### src/rtl/alu_pipe.sv
// alu_pipe: registered ALU with valid/ready handshakes on its input and output.
// Logic, shift and add/sub operations complete in one cycle. When the macro
// ALU_PIPE_MUL_EN is defined, opcode 1111 runs an iterative shift-add multiply
// over WIDTH cycles. Without it, 1111 returns 0 with of=1 (unsupported op).
module alu_pipe #(
  parameter int WIDTH = 8
) (
  input  logic             clk,
  input  logic             rst_n,
  input  logic             in_valid,
  output logic             in_ready,
  input  logic [WIDTH-1:0] a,
  input  logic [WIDTH-1:0] b,
  input  logic [3:0]       opcode,
  input  logic             cin,
  output logic             out_valid,
  input  logic             out_ready,
  output logic [WIDTH-1:0] result,
  output logic             cout,
  output logic             of,
  output logic             zero
);

  localparam logic [3:0] OP_NAND = 4'b0000;
  localparam logic [3:0] OP_NOR  = 4'b0001;
  localparam logic [3:0] OP_XOR  = 4'b0010;
  localparam logic [3:0] OP_NOT  = 4'b0100;
  localparam logic [3:0] OP_LSR  = 4'b0101;
  localparam logic [3:0] OP_ADD  = 4'b1000;
  localparam logic [3:0] OP_ADDC = 4'b1001;
  localparam logic [3:0] OP_SUB  = 4'b1010;
  localparam logic [3:0] OP_MUL  = 4'b1111;

  logic [WIDTH-1:0] alu_res;
  logic             alu_cout;
  logic             alu_of;
  logic [WIDTH-1:0] bx;
  logic             ci;
  logic [WIDTH:0]   sum;

  logic             idle;
  logic             accept;
  logic             load;
  logic [WIDTH-1:0] ld_res;
  logic             ld_cout;
  logic             ld_of;

  // Single-cycle datapath: result and flags for every non-iterative opcode.
  always_comb begin
    // NOTE: every output of a combinational block gets a default first, so no
    // path through the case statement can leave a latch behind.
    alu_res  = '0;
    alu_cout = 1'b0;
    alu_of   = 1'b0;
    // SUB reuses the adder as a + ~b + 1, so cout=1 means "no borrow".
    bx  = (opcode == OP_SUB) ? ~b : b;
    ci  = (opcode == OP_SUB) ? 1'b1 : ((opcode == OP_ADDC) ? cin : 1'b0);
    sum = {1'b0, a} + {1'b0, bx} + {{WIDTH{1'b0}}, ci};
    case (opcode)
      OP_NAND: alu_res = ~(a & b);
      OP_NOR:  alu_res = ~(a | b);
      OP_XOR:  alu_res = a ^ b;
      OP_NOT:  alu_res = ~a;
      OP_LSR: begin
        alu_res  = a >> 1;
        alu_cout = a[0];
      end
      OP_ADD, OP_ADDC, OP_SUB: begin
        alu_res  = sum[WIDTH-1:0];
        alu_cout = sum[WIDTH];
        alu_of   = (a[WIDTH-1] == bx[WIDTH-1]) && (sum[WIDTH-1] != a[WIDTH-1]);
      end
`ifndef ALU_PIPE_MUL_EN
      OP_MUL:  alu_of = 1'b1;
`endif
      default: ;
    endcase
  end

`ifdef ALU_PIPE_MUL_EN
  localparam int CW = $clog2(WIDTH);
  localparam logic [0:0] S_IDLE = 1'b0;
  localparam logic [0:0] S_MUL  = 1'b1;

  logic [0:0]         state;
  logic [CW-1:0]      cnt;
  logic [2*WIDTH-1:0] acc;
  logic [2*WIDTH-1:0] acc_next;
  logic [2*WIDTH-1:0] a_sh;
  logic [WIDTH-1:0]   b_sh;
  logic               is_mul;
  logic               mul_done;

  assign idle     = (state == S_IDLE);
  assign is_mul   = (opcode == OP_MUL);
  // Once b_sh has shifted empty, acc_next == acc, so a stalled completion
  // keeps presenting the same product.
  assign acc_next = b_sh[0] ? (acc + a_sh) : acc;
  assign mul_done = (state == S_MUL) && (cnt == '0) && (!out_valid || out_ready);

  // Select what the output registers load: a finished product or the ALU.
  always_comb begin
    load    = (accept && !is_mul) || mul_done;
    ld_res  = alu_res;
    ld_cout = alu_cout;
    ld_of   = alu_of;
    if (mul_done) begin
      ld_res  = acc_next[WIDTH-1:0];
      ld_cout = 1'b0;
      ld_of   = |acc_next[2*WIDTH-1:WIDTH];
    end
  end

  // Multiply sequencer: one shift-add step per cycle, WIDTH steps per product.
  always_ff @(posedge clk or negedge rst_n) begin
    if (!rst_n) begin
      state <= S_IDLE;
      cnt   <= '0;
      acc   <= '0;
      a_sh  <= '0;
      b_sh  <= '0;
    end else if (accept && is_mul) begin
      state <= S_MUL;
      cnt   <= CW'(WIDTH - 1);
      acc   <= '0;
      a_sh  <= {{WIDTH{1'b0}}, a};
      b_sh  <= b;
    end else if (state == S_MUL) begin
      acc  <= acc_next;
      a_sh <= a_sh << 1;
      b_sh <= b_sh >> 1;
      if (cnt != '0) cnt <= cnt - 1'b1;
      else if (mul_done) state <= S_IDLE;
    end
  end
`else
  assign idle = 1'b1;

  // Without the multiplier every accepted request loads the outputs directly.
  always_comb begin
    load    = accept;
    ld_res  = alu_res;
    ld_cout = alu_cout;
    ld_of   = alu_of;
  end
`endif

  assign in_ready = rst_n && idle && (!out_valid || out_ready);
  assign accept   = in_valid && in_ready;

  // Output registers: load a new result, or drop valid once it is consumed.
  always_ff @(posedge clk or negedge rst_n) begin
    if (!rst_n) begin
      out_valid <= 1'b0;
      result    <= '0;
      cout      <= 1'b0;
      of        <= 1'b0;
      zero      <= 1'b0;
    end else if (load) begin
      // NOTE: state registers use non-blocking assignments so every flop
      // samples the pre-edge values regardless of statement order.
      out_valid <= 1'b1;
      result    <= ld_res;
      cout      <= ld_cout;
      of        <= ld_of;
      zero      <= (ld_res == '0);
    end else if (out_ready) begin
      out_valid <= 1'b0;
    end
  end

endmodule

### config.mk
export PLATFORM = sky130hd
export DESIGN_NAME = alu_pipe
export DESIGN_NICKNAME = d
export VERILOG_FILES = /design/src/rtl/alu_pipe.sv
export SDC_FILE = /design/constraint.sdc
export NUM_CORES = 1
export LEC_CHECK = 0
export ABC_AREA = 1
export BUFFER_PORTS_ARGS = -buffer_cell sky130_fd_sc_hd__buf_2
export CAP_MARGIN = 30
export CORE_ASPECT_RATIO = 0.7
export CORE_MARGIN = 3
export CORE_UTILIZATION = 30
export DETAILED_ROUTE_END_ITERATION = 7
export PLACE_DENSITY = 0.48
export SYNTH_ARGS = -nofsm -noshare
export SYNTH_HDL_FRONTEND = slang
export SYNTH_SLANG_ARGS = --single-unit
export TNS_END_PERCENT = 50
### constraint.sdc
create_clock -name clk -period 1.1 [get_ports clk]
set_input_delay 0.22 -clock clk [delete_from_list [all_inputs] [get_ports clk]]
set_output_delay 0.22 -clock clk [all_outputs]
set_load 0.005 [all_outputs]
# Word-level counts from Yosys, hierarchy flattened
# Index checks and enable logic that the tools add are counted.
[op_classes]
addsub = 2
eq_ne = 10
muxes = 8
n_bitwise = 7
reduce_logical = 9
[ops]
columns = ["operator", "n"]
rows = [
  ["$pmux W8 S6", 1],
  ["$not A8 Y8", 4],
  ["$eq A4 B4 Y1 const B", 4],
  ["$add A8 B8 Y9", 1],
  ["$add A9 B1 Y9", 1],
  ["$and A8 B8 Y8", 1],
  ["$eq A4 B3 Y1 const B", 2],
  ["$logic_not A8 Y1", 1],
  ["$mux W8", 1],
  ["$or A8 B8 Y8", 1],
  ["$xor A8 B8 Y8", 1],
  ["$eq A4 B1 Y1 const B", 1],
  ["$eq A4 B2 Y1 const B", 1],
  ["$logic_not A4 Y1", 1],
  ["$mux W1", 4],
  ["$pmux W1 S2", 2],
  ["$logic_and A1 B1 Y1", 3],
  ["$reduce_or A3 Y1", 1],
  ["$reduce_bool A2 Y1", 1],
  ["$eq A1 B1 Y1", 1],
  ["$logic_not A1 Y1", 1],
  ["$logic_or A1 B1 Y1", 1],
  ["$ne A1 B1 Y1", 1],
]
[totals]
regBits = 12
in_bits = 25
output_inout_bits = 13

# Logic depth before layout (Yosys ltp)
[depth]
word_depth = 7
depth_mapped = 17
mapped_depth_nobuf = 17

# Worst setup path after synthesis
# Ideal clock, no wire load.
[synth_path]
kind = "input to register"
from = "input opcode[1]"
to = "register zero"
setup_ps = 66
arrival_time_ps = 2490
setup_slack_ps = -1455
cell_stages = 14
cell_sequence = "inv_1 -> nor2_2 -> nand2_2 -> xor2_1 -> fa_1 -> fa_1 -> or2_2 -> nand3_1 -> nand2_1 -> nor3_2 -> nand2_1 -> nor2_1 -> nand4_1 -> nand2_1"
[synth_via]
elab_chain_len = 6
[synth_rtl]
columns = ["element", "line_no", "text"]
rows = [
  ["start, declared", "14", "input logic [3:0] opcode,"],
  ["$eq A4 B4 Y1 (on tied branches)", "56, 57, 59", ""],
  ["$mux W8 or $mux W1 (tied branches)", "56, 57", ""],
  ["$add A8 B8 Y9 or $mux W1 (tied branches)", "58, 57", ""],
  ["$add A9 B1 Y9", "58", "sum = {1'b0, a} + {1'b0, bx} + {{WIDTH{1'b0}}, ci};"],
  ["$pmux W8 S6 (*)", "59", "case (opcode)"],
  ["$logic_not A8 Y1 (*)", "166", "zero <= (ld_res == '0);"],
  ["end signal, assigned", "166", ""],
  ["end, declared", "21", "output logic zero"],
]
# Mark *: on every way between the ends. The rest lies on a longest branch, timed or not.
# A chain may end at the register's enable or synchronous reset.

# Worst setup path in the final report
[layout_path]
from = "input opcode[2]"
to = "register zero"
# The elaborated chain is that of the path after synthesis.

==> impl_metrics.ini <==
[status]
status = finished with violations
violations = negative setup slack

[setup_path]
required_ps = 1280
setup.worst_path.class = primary input to flop
cp_cell_sequence = buf_8 > inv_4 > nand2_4 > inv_4 > nand2_4 > xor2_2 > fa_2 > fa_2 > or2_4 > nand3_2 > nand2_2 > nor3_4 > nand2_1 > nor2_2 > nand4_1 > nand2_1
crit_slowest_cell = fa_2
worstPathArrival_ps = 2340
end_kind = flop
cp.depth = 16
path_max_fanout = 3
timing.rr.start = out_valid
rr_worst_depth = 5
cpLargestDelayFamily = simple AND/OR/NAND/NOR gates
cp_slowest_stage_delay_ps = 370
startpoint_type = primary input
cp_num_buf_inv = 3
crit_start = opcode[2]

[hold_path]
hold_depth = 2
hp-start = out_ready
hp-class = primary input to flop

[synth]
yosysUniqueCellTypes = 26
synth_top_flop_cell = dfrtp_1
yosysMostFrequentCell = nand2_1
ys_warn_count = 0
synth.top_cell.area_share_pct = 18.0
synth_commonest_cells = nand2_1, nand3_1, inv_1, ha_1, nor2_1
synth-edff-count = 0
syn_area_per_cell_um2 = 6.44
ys_top_cells_by_area = dfrtp_1, nand2_1, ha_1
netlist_instances = 259
async_flop_share_pct = 100
yosys.area.top_type = dfrtp_1
ys_ff_latch = 12
syn-num-nets = 309
syn-cell-area_mm2 = 0.00167
seq_area_frac_synth_pct = 18.0

[timing]
worst_hold_slack_ps = 174
setup_viol = 12
worst_pin_slew_ps = 303
fmax_mhz = 463
max-slew-margin-rel_pct = 79.7
drv_slew = 0
fin_ws_ps = -1060
timing.final.crit_share_pct = 196
hold_viol = 0
clock-skew-final_ps = 0.892
rsz0062_at_grt = true
min_period_ps = 2160

[floorplan]
initial_core_util_pct = 31.4
die-height_um = 68.4
rows = 22
core_area_mm2 = 0.00531
dieWidth_um = 95.2
die-area_mm2 = 0.00651
io_pins = 38

[clock_tree]
cts_buffers = 3
clock_sinks = 12
root_buffer = clkbuf_8
htree_levels = 1
clkLatencyLatePin_ps = 240
clk_transition_reported_paths_ps = 50
clock_path_buffers = 2
cts_tree = yes

[detailed_routing]
drt-initial-drc-count = 87
drc = 0
wl_per_cell_um = 12.4
num_vias = 2041
first_pass_iters = 4
ant_nets = 0
wirelength_um = 5540
viasPerCell = 4.58

[global_route]
first_global_vias = 1893
grt_start_max_net_pins = 13
grt-ovfl-total = 0
antenna_found_initial = 0
grt_pass1_wl_um = 8760
grt.total_usage_pct = 17.5

[placement]
hpwl_um = 4440
gp_congestion = 0.912
portBuffers = 37

[power]
max-vdd-ir-drop_mv = 0.454
share_comb_of_total_power_pct = 56.0
p_leak_nw = 1.60
p_total_w = 0.00214
switching_share_pct = 36.7
power.density_mw_per_mm2 = 756
p_int_w = 0.00136
pwr-share-clk_pct = 18.4
seqPwrFrac_pct = 25.7
p_sw_w = 0.000788

[layout]
area_growth_pct = 69.9
nNetsFinal = 426
n_antenna_cell = 0
drive_gt1_share_pct = 45.7

[job]
drv_cap = 0
through the flow:
step / instance area (um^2) / cells / utilization, % / worst slack, ps / setup TNS [ps]
3_5_place_dp: 2490 / 434 / 46.9 / -1400 / -12240
3_3_place_gp: 2490 / 434 / 46.9 / -1390 / -12130
6_report: 2840 / 446 / 53.4 / -1060 / -9450
4_1_cts: 2650 / 442 / 49.9 / -1150 / -9420
2_1_floorplan: 1710 / 259 / - / -1130 / -9000
5_1_grt: 2840 / 446 / 53.4 / -1190 / -10920
logic make-up (layout without fill, tap and decap cells):
family | after synthesis | count (layout) | synth area share, %
AO/OA/AOI/OAI | 19 | 19 | 6.37
XOR/XNOR | 8 | 8 | 4.20
adder cells (fa/ha/maj) | 25 | 25 | 19.6
buffers and inverters | 42 | 157 | 10.8
flip-flops | 12 | 12 | 18.0
AND/OR/NAND/NOR | 153 | 153 | 41.0
power groups by stage:
stage	Sequential, W	Combinational (W)	Clock, W
2_1_floorplan	0.000567	0.000467	0
3_3_place_gp	0.000560	0.000986	0
3_5_place_dp	0.000560	0.000993	0
4_1_cts	0.000552	0.00107	0.000410
5_1_grt	0.000563	0.00134	0.000439
6_report	0.000551	0.00120	0.000394
layout by cell type, fill, tap and decap left out, types with 4 or more instances in the layout:
cell      count
nand3_2       7
nand2_4       4
buf_2        34
xor2_1        4
nand3b_1      5
xor2_2        4
a21oi_2       4
ha_1         22
buf_6         6
inv_1        32
nor2_2        9
nand3_1      28
nand2_2       7
nor2_1       13
dfrtp_1      12
buf_4        71
nand2_1      69
state kept, by name, summed over array words and instances (netlist names):
register / flops
cout: 1
of: 1
out_valid: 1
result: 8
zero: 1
cell type report:
| cell class | count | area (um^2) |
|---|---|---|
| Inverter | 38 | 163 |
| Tap cell | 72 | 90.1 |
| Fill cell | 558 | 2480 |
| Timing Repair Buffer | 116 | 851 |
| Multi-Input combinational cell | 205 | 1390 |
| Clock buffer | 3 | 41.3 |
| Sequential cell | 12 | 300 |
layer usage:
metal | global-route usage [%] | up-vias | part of all wire, %
met3 | 3.96 | 2 | 5.9
met1 | 25.2 | 935 | 49
li1 | - | 1059 | -
met4 | 1.62 | 0 | 0.34
met5 | 0 | - | 0
met2 | 27.6 | 45 | 44
repair_timing:
action	in CTS	in global routing
pin swaps	16	23
hold endpoints to repair	12	0
gates resized for setup	23	37
hold buffers	1	0
buffers inserted	4	4
setup endpoints to repair	13	13
final timing paths:
check	endpoint	slack [ps]
max	zero	-1060
min	out_valid	170
max reg2reg	of	-40
min reg2reg	result[6]	470
max in group asynchronous	of	460
min in group asynchronous	result[5]	490
Power figures use the tool's default switching activity.
